===== src/rtl/chacha_stream_xor.sv =====
// ChaCha keystream consumer: requests 512-bit blocks and XORs them lane by lane into a 128-bit stream.
// Optional macro CHACHA_XOR_PREFETCH_EN adds a second block buffer that is refilled ahead of use.
module chacha_stream_xor (
    input  logic         clk,
    input  logic         rst,
    output logic         ks_req,
    input  logic         ks_valid,
    input  logic [511:0] ks_data,
    input  logic         in_valid,
    output logic         in_ready,
    input  logic [127:0] in_data,
    input  logic         in_last,
    output logic         out_valid,
    input  logic         out_ready,
    output logic [127:0] out_data,
    output logic         out_last,
    output logic [31:0]  blk_cnt
);

    typedef enum logic [1:0] {S_EMPTY, S_REQ, S_FULL} state_e;

    state_e        state_q, state_d;
    logic          ks_req_q, ks_req_d;
    logic [511:0]  ks_buf_q, ks_buf_d;
    logic [1:0]    lane_idx_q, lane_idx_d;
    logic [31:0]   blk_cnt_q, blk_cnt_d;
    logic          out_valid_q, out_valid_d;
    logic [127:0]  out_data_q, out_data_d;
    logic          out_last_q, out_last_d;

    logic capture;
    logic accept;
    logic exhaust;
    logic refill;

`ifdef CHACHA_XOR_PREFETCH_EN
    logic [511:0]  ks_nxt_q, ks_nxt_d;
    logic          nxt_vld_q, nxt_vld_d;
`endif

    // A returning block only counts while a request is outstanding; stray pulses are dropped.
    assign capture  = ks_valid && ks_req_q;
    assign in_ready = (state_q == S_FULL) && (!out_valid_q || out_ready);
    assign accept   = in_valid && in_ready;
    assign exhaust  = accept && ((lane_idx_q == 2'd3) || in_last);

`ifdef CHACHA_XOR_PREFETCH_EN
    assign refill = exhaust && (nxt_vld_q || capture);
`else
    assign refill = 1'b0;
`endif

    // NOTE: every signal driven in an always_comb gets a default first, so no path leaves it unassigned and infers a latch.
    always_comb begin
        state_d = state_q;
        unique case (state_q)
            S_EMPTY: if (in_valid) state_d = S_REQ;
            S_REQ:   if (capture) state_d = S_FULL;
            S_FULL: begin
                if (exhaust) begin
                    if (refill)        state_d = S_FULL;
                    else if (ks_req_q) state_d = S_REQ;
                    else               state_d = S_EMPTY;
                end
            end
            default: state_d = S_EMPTY;
        endcase
    end

    always_comb begin
        ks_buf_d    = ks_buf_q;
        lane_idx_d  = lane_idx_q;
        blk_cnt_d   = blk_cnt_q + {31'd0, capture};
        out_valid_d = out_valid_q;
        out_data_d  = out_data_q;
        out_last_d  = out_last_q;

        if (capture && (state_q == S_REQ)) begin
            ks_buf_d   = ks_data;
            lane_idx_d = 2'd0;
        end

        if (accept) begin
            out_data_d  = in_data ^ ks_buf_q[{lane_idx_q, 7'd0} +: 128];
            out_last_d  = in_last;
            out_valid_d = 1'b1;
            lane_idx_d  = exhaust ? 2'd0 : lane_idx_q + 2'd1;
        end else if (out_ready) begin
            out_valid_d = 1'b0;
        end

`ifdef CHACHA_XOR_PREFETCH_EN
        ks_nxt_d  = ks_nxt_q;
        nxt_vld_d = nxt_vld_q;
        if (capture && (state_q == S_FULL)) begin
            if (exhaust) begin
                ks_buf_d = ks_data;
            end else begin
                ks_nxt_d  = ks_data;
                nxt_vld_d = 1'b1;
            end
        end else if (exhaust && nxt_vld_q) begin
            ks_buf_d  = ks_nxt_q;
            nxt_vld_d = 1'b0;
        end
        // The request always drops for a cycle after a capture, so at most one is in flight.
        if (ks_req_q)
            ks_req_d = !capture;
        else
            ks_req_d = (state_d == S_REQ) || ((state_d == S_FULL) && !nxt_vld_d);
`else
        ks_req_d = (state_d == S_REQ);
`endif
    end

    // NOTE: sequential state uses non-blocking assignments so every register samples pre-edge values.
    // NOTE: the wide keystream buffers are reset too, so no stale key material survives a reset.
    always_ff @(posedge clk or posedge rst) begin
        if (rst) begin
            state_q     <= S_EMPTY;
            ks_req_q    <= 1'b0;
            ks_buf_q    <= '0;
            lane_idx_q  <= 2'd0;
            blk_cnt_q   <= 32'd0;
            out_valid_q <= 1'b0;
            out_data_q  <= '0;
            out_last_q  <= 1'b0;
`ifdef CHACHA_XOR_PREFETCH_EN
            ks_nxt_q    <= '0;
            nxt_vld_q   <= 1'b0;
`endif
        end else begin
            state_q     <= state_d;
            ks_req_q    <= ks_req_d;
            ks_buf_q    <= ks_buf_d;
            lane_idx_q  <= lane_idx_d;
            blk_cnt_q   <= blk_cnt_d;
            out_valid_q <= out_valid_d;
            out_data_q  <= out_data_d;
            out_last_q  <= out_last_d;
`ifdef CHACHA_XOR_PREFETCH_EN
            ks_nxt_q    <= ks_nxt_d;
            nxt_vld_q   <= nxt_vld_d;
`endif
        end
    end

    assign ks_req    = ks_req_q;
    assign out_valid = out_valid_q;
    assign out_data  = out_data_q;
    assign out_last  = out_last_q;
    assign blk_cnt   = blk_cnt_q;

endmodule


===== config.mk =====
export PLATFORM = sky130hd
export DESIGN_NAME = chacha_stream_xor
export DESIGN_NICKNAME = d
export VERILOG_FILES = /design/src/rtl/chacha_stream_xor.sv
export SDC_FILE = /design/constraint.sdc
export NUM_CORES = 1
export LEC_CHECK = 0
export ABC_CLOCK_PERIOD_IN_PS = 37200
export CAP_MARGIN = 15
export CORE_AREA = 3 3 316 318
export CTS_CLUSTER_SIZE = 10
export DETAILED_ROUTE_END_ITERATION = 6
export DIE_AREA = 0 0 319 321
export PLACE_DENSITY = 0.54
export SLEW_MARGIN = 20
export SYNTH_ARGS = -nofsm -noshare
export SYNTH_HDL_FRONTEND = slang
export SYNTH_SLANG_ARGS = --single-unit

===== constraint.sdc =====
create_clock -name clk -period 37.2 [get_ports clk]
set_input_delay 7.44 -clock clk [delete_from_list [all_inputs] [get_ports clk]]
set_output_delay 7.44 -clock clk [all_outputs]
set_load 0.02 [all_outputs]

==> results.py <==
metrics = {
    "final_layout": {
        "nets": 3383,
        "area_growth_pct": 38.90,
        "stdcell_area_mm2": 0.04114,
        "final_util": 0.4248,
        "nFillCells": 8872,
        "layout-drive-gt1-share": 0.2800,
    },
    "sta": {
        "worst_slew_pin_slew_ns": 1.224,
        "max_freq_mhz": 60.83,
        "fin_skew_ns": 0.01456,
        "rsz0062_at_grt": "no",
        "drv_slew": 0,
        "finalCritPeriodShare": 0.4419,
        "fin_tns_setup_ns": 0,
        "relSlewSlack": 0.1843,
        "hold_viol": 0,
        "period_needed_ns": 16.44,
        "setup_viol": 0,
    },
    "synthesis": {
        "synth_seq_area_share": 0.5737,
        "syn-num-nets": 2581,
        "synthArstFlopShare": 1.000,
        "syn_area_mm2": 0.02962,
        "yosysMostFrequentCell": "dfrtp_1",
        "synth_flop_cell": "dfrtp_1",
        "synth_cells": 1932,
        "synth_cell_type_count": 35,
        "ys_seq_elements": 679,
        "ys_warn_count": 0,
        "synth.top_cells.by_area": "dfrtp_1 57%, mux2_2 19%, mux4_2 9.7%, xnor2_1 4.3%, buf_6 1.9%",
        "syn_avg_cell_area_um2": 15.33,
        "synth_commonest_cells": "679 x dfrtp_1, 512 x mux2_2, 147 x xnor2_1",
        "synth_edf_count": 0,
        "synth_top_area_frac": 0.5737,
        "synth_top_cell_by_area": "dfrtp_1",
    },
    "floorplanning": {
        "die_w_um": 319,
        "die_area_mm2": 0.1024,
        "core_mm2": 0.09685,
        "ios": 810,
        "fp.dieH_um": 321,
        "initial_core_util": 0.3058,
        "rows": 114,
    },
    "outcome": {
        "status": "completed",
    },
    "grt": {
        "grt_max_degree": 177,
        "gr-usage-met3": 0.05575,
        "grt.busiest_layer": "met2",
        "grt_util_all_layers": 0.1827,
        "grt.overflow.total": 0,
        "grtUsageMet1": 0.2076,
        "antenna_found_initial": 45,
        "grt_pass1_wl_um": 139100,
        "use_met2": 0.3233,
        "first_global_vias": 20942,
    },
    "route": {
        "wl_per_cell_um": 23.29,
        "drt_iter0_drc": 845,
        "routed_via_density": 4.618,
        "firstDrtPassIters": 4,
        "antenna_left": 0,
        "totalWireLength_um": 95110,
        "drcViolationCount": 0,
        "vias": 18861,
    },
    "critical_path": {
        "crit_path_cell_trace": "clkdlybuf4s50_1 -> nand2b_1 -> nor2b_1 -> clkdlybuf4s50_1",
        "critPathKind": "primary input to primary output",
        "path_common_cell": "clkdlybuf4s50_1",
        "r2r_cells": 5,
        "cp-endpoint": "in_ready",
        "ff2ff_setup_slack_ns": 33.72,
        "r2r_end": "out_data[100]$_DFFE_PP0P_",
        "cpPeakStageDelay_ns": 0.66,
        "end_kind": "primary output",
        "worstPathMaxFanout": 4,
        "start_kind": "primary input",
        "worstPathArrival_ns": 9.00,
        "reg2reg_from": "lane_idx_q[1]$_DFFE_PP0P_",
        "cp_slowest_cell": "clkdlybuf4s50_1",
        "crit_path_start": "out_ready",
        "worst-endpoint-required_ns": 29.76,
    },
    "clocking": {
        "clkSlewWorstSetupHoldPaths_ns": 0.06,
        "cts_resized": 0,
        "cts-root-buf": "clkbuf_16",
        "cts_setup_buffers": 0,
        "insertion_delay_ns": 0.64,
        "cts_buffers": 83,
        "clock-sinks": 679,
        "ctsHtreeMaxLevel": 3,
        "cts_tree": "done",
        "postCtsHoldBufs": 0,
        "cts.path.max_buffers": 3,
    },
    "placed_design": {
        "place_hpwl_um": 70440,
        "postPlaceCellArea_mm2": 0.03858,
        "globalplace.congestion": 0.8444,
        "io_buffers": 809,
    },
    "run": {
        "cap_violations": 0,
    },
    "power": {
        "power.density_mw_per_mm2": 80.03,
        "peakVddDrop_v": 0.00004424,
        "power.leakage_nw": 16.60,
    },
    "hold_path": {
        "holdPathStages": 1,
        "min_path_type": "flop to flop",
    },
}
through the flow:
step	setup WS (ns)	instances	power [mW]	hold slack (ns)
2_1_floorplan	10.73	1932	2.165	0.4738
3_3_place_gp	20.73	3924	2.521	0.4620
6_report	20.76	4084	3.292	0.4740
5_1_grt	20.65	4078	3.494	0.4954
3_5_place_dp	20.73	3924	2.576	0.4635
4_1_cts	20.72	4050	3.345	0.4781
cells in the final DEF (no fill, tap or decap), types with 3 or more instances in the layout:
master           count
ha_1                 3
nor2_1              11
and3_1               5
nand3_1             14
mux2_2             512
clkdlybuf4s50_1    809
o21ai_0             48
clkbuf_1            24
dfrtp_1            677
buf_4               20
nor3_2               4
diode_2             33
o21ai_1             82
mux4_2             128
nand2_1            143
nand4_1              9
xor2_1              11
clkbuf_8            11
clkbuf_16           87
xnor2_1            147
logic make-up after synthesis:
group / share of synthesized area
DFF: 0.5737
muxes: 0.2920
AOI/OAI and AO/OA: 0.02285
and+or+nand+nor: 0.03114
xor gates and xnor gates: 0.04672
adders and majority gates: 0.001268
buffers and inverters: 0.03232
worst min path at each step:
stage / to / start / slack, ns
floorplan: ks_buf_q[190]$_DFFE_PP0P_ / ks_buf_q[190]$_DFFE_PP0P_ / 0.47
global placement: out_data[120]$_DFFE_PP0P_ / out_data[120]$_DFFE_PP0P_ / 0.46
detailed placement: blk_cnt[31]$_DFF_PP0_ / blk_cnt[31]$_DFF_PP0_ / 0.46
CTS: blk_cnt[31]$_DFF_PP0_ / blk_cnt[31]$_DFF_PP0_ / 0.48
global route: out_data[50]$_DFFE_PP0P_ / out_data[50]$_DFFE_PP0P_ / 0.50
finish: blk_cnt[31]$_DFF_PP0_ / blk_cnt[31]$_DFF_PP0_ / 0.47
worst max-delay path: cells and delay by family:
kind	cells	cell delay, ns
buffers and inverters	2	1.11
AND/OR/NAND/NOR	2	0.45
routing by layer:
metal  part of all wire  up-vias
met5             0.0013        -
met4              0.025       18
met3              0.065      145
met2               0.53      505
met1               0.38     9646
li1                   -     8547
registers in the layout (all words and copies together) (netlist names):
signal and count:
ks_buf_q 512, out_data 128, blk_cnt 32, lane_idx_q 2
state_q 2, ks_req 1, out_last 1, out_valid 1
final cells by class:
class,count,area (um^2),share of cell area
repair buffers,832,8315,0.2021
inverters,3,18.77,0.0004562
clock buffers,122,2419,0.05879
clock inverters,4,30.03,0.0007299
flip-flops and latches,679,17000,0.4132
diodes,33,82.58,0.002007
multi-input cells,1135,11680,0.2839
well taps,1276,1597,0.03881
where the power goes:
part	leakage (nW)	switching, mW	total (mW)	internal [mW]
Clock	1.19	0.306	0.749	0.443
Combinational	7.22	0.508	1.24	0.737
Sequential	8.18	0.201	1.30	1.10
No activity file was read; power rests on OpenSTA's default activity.
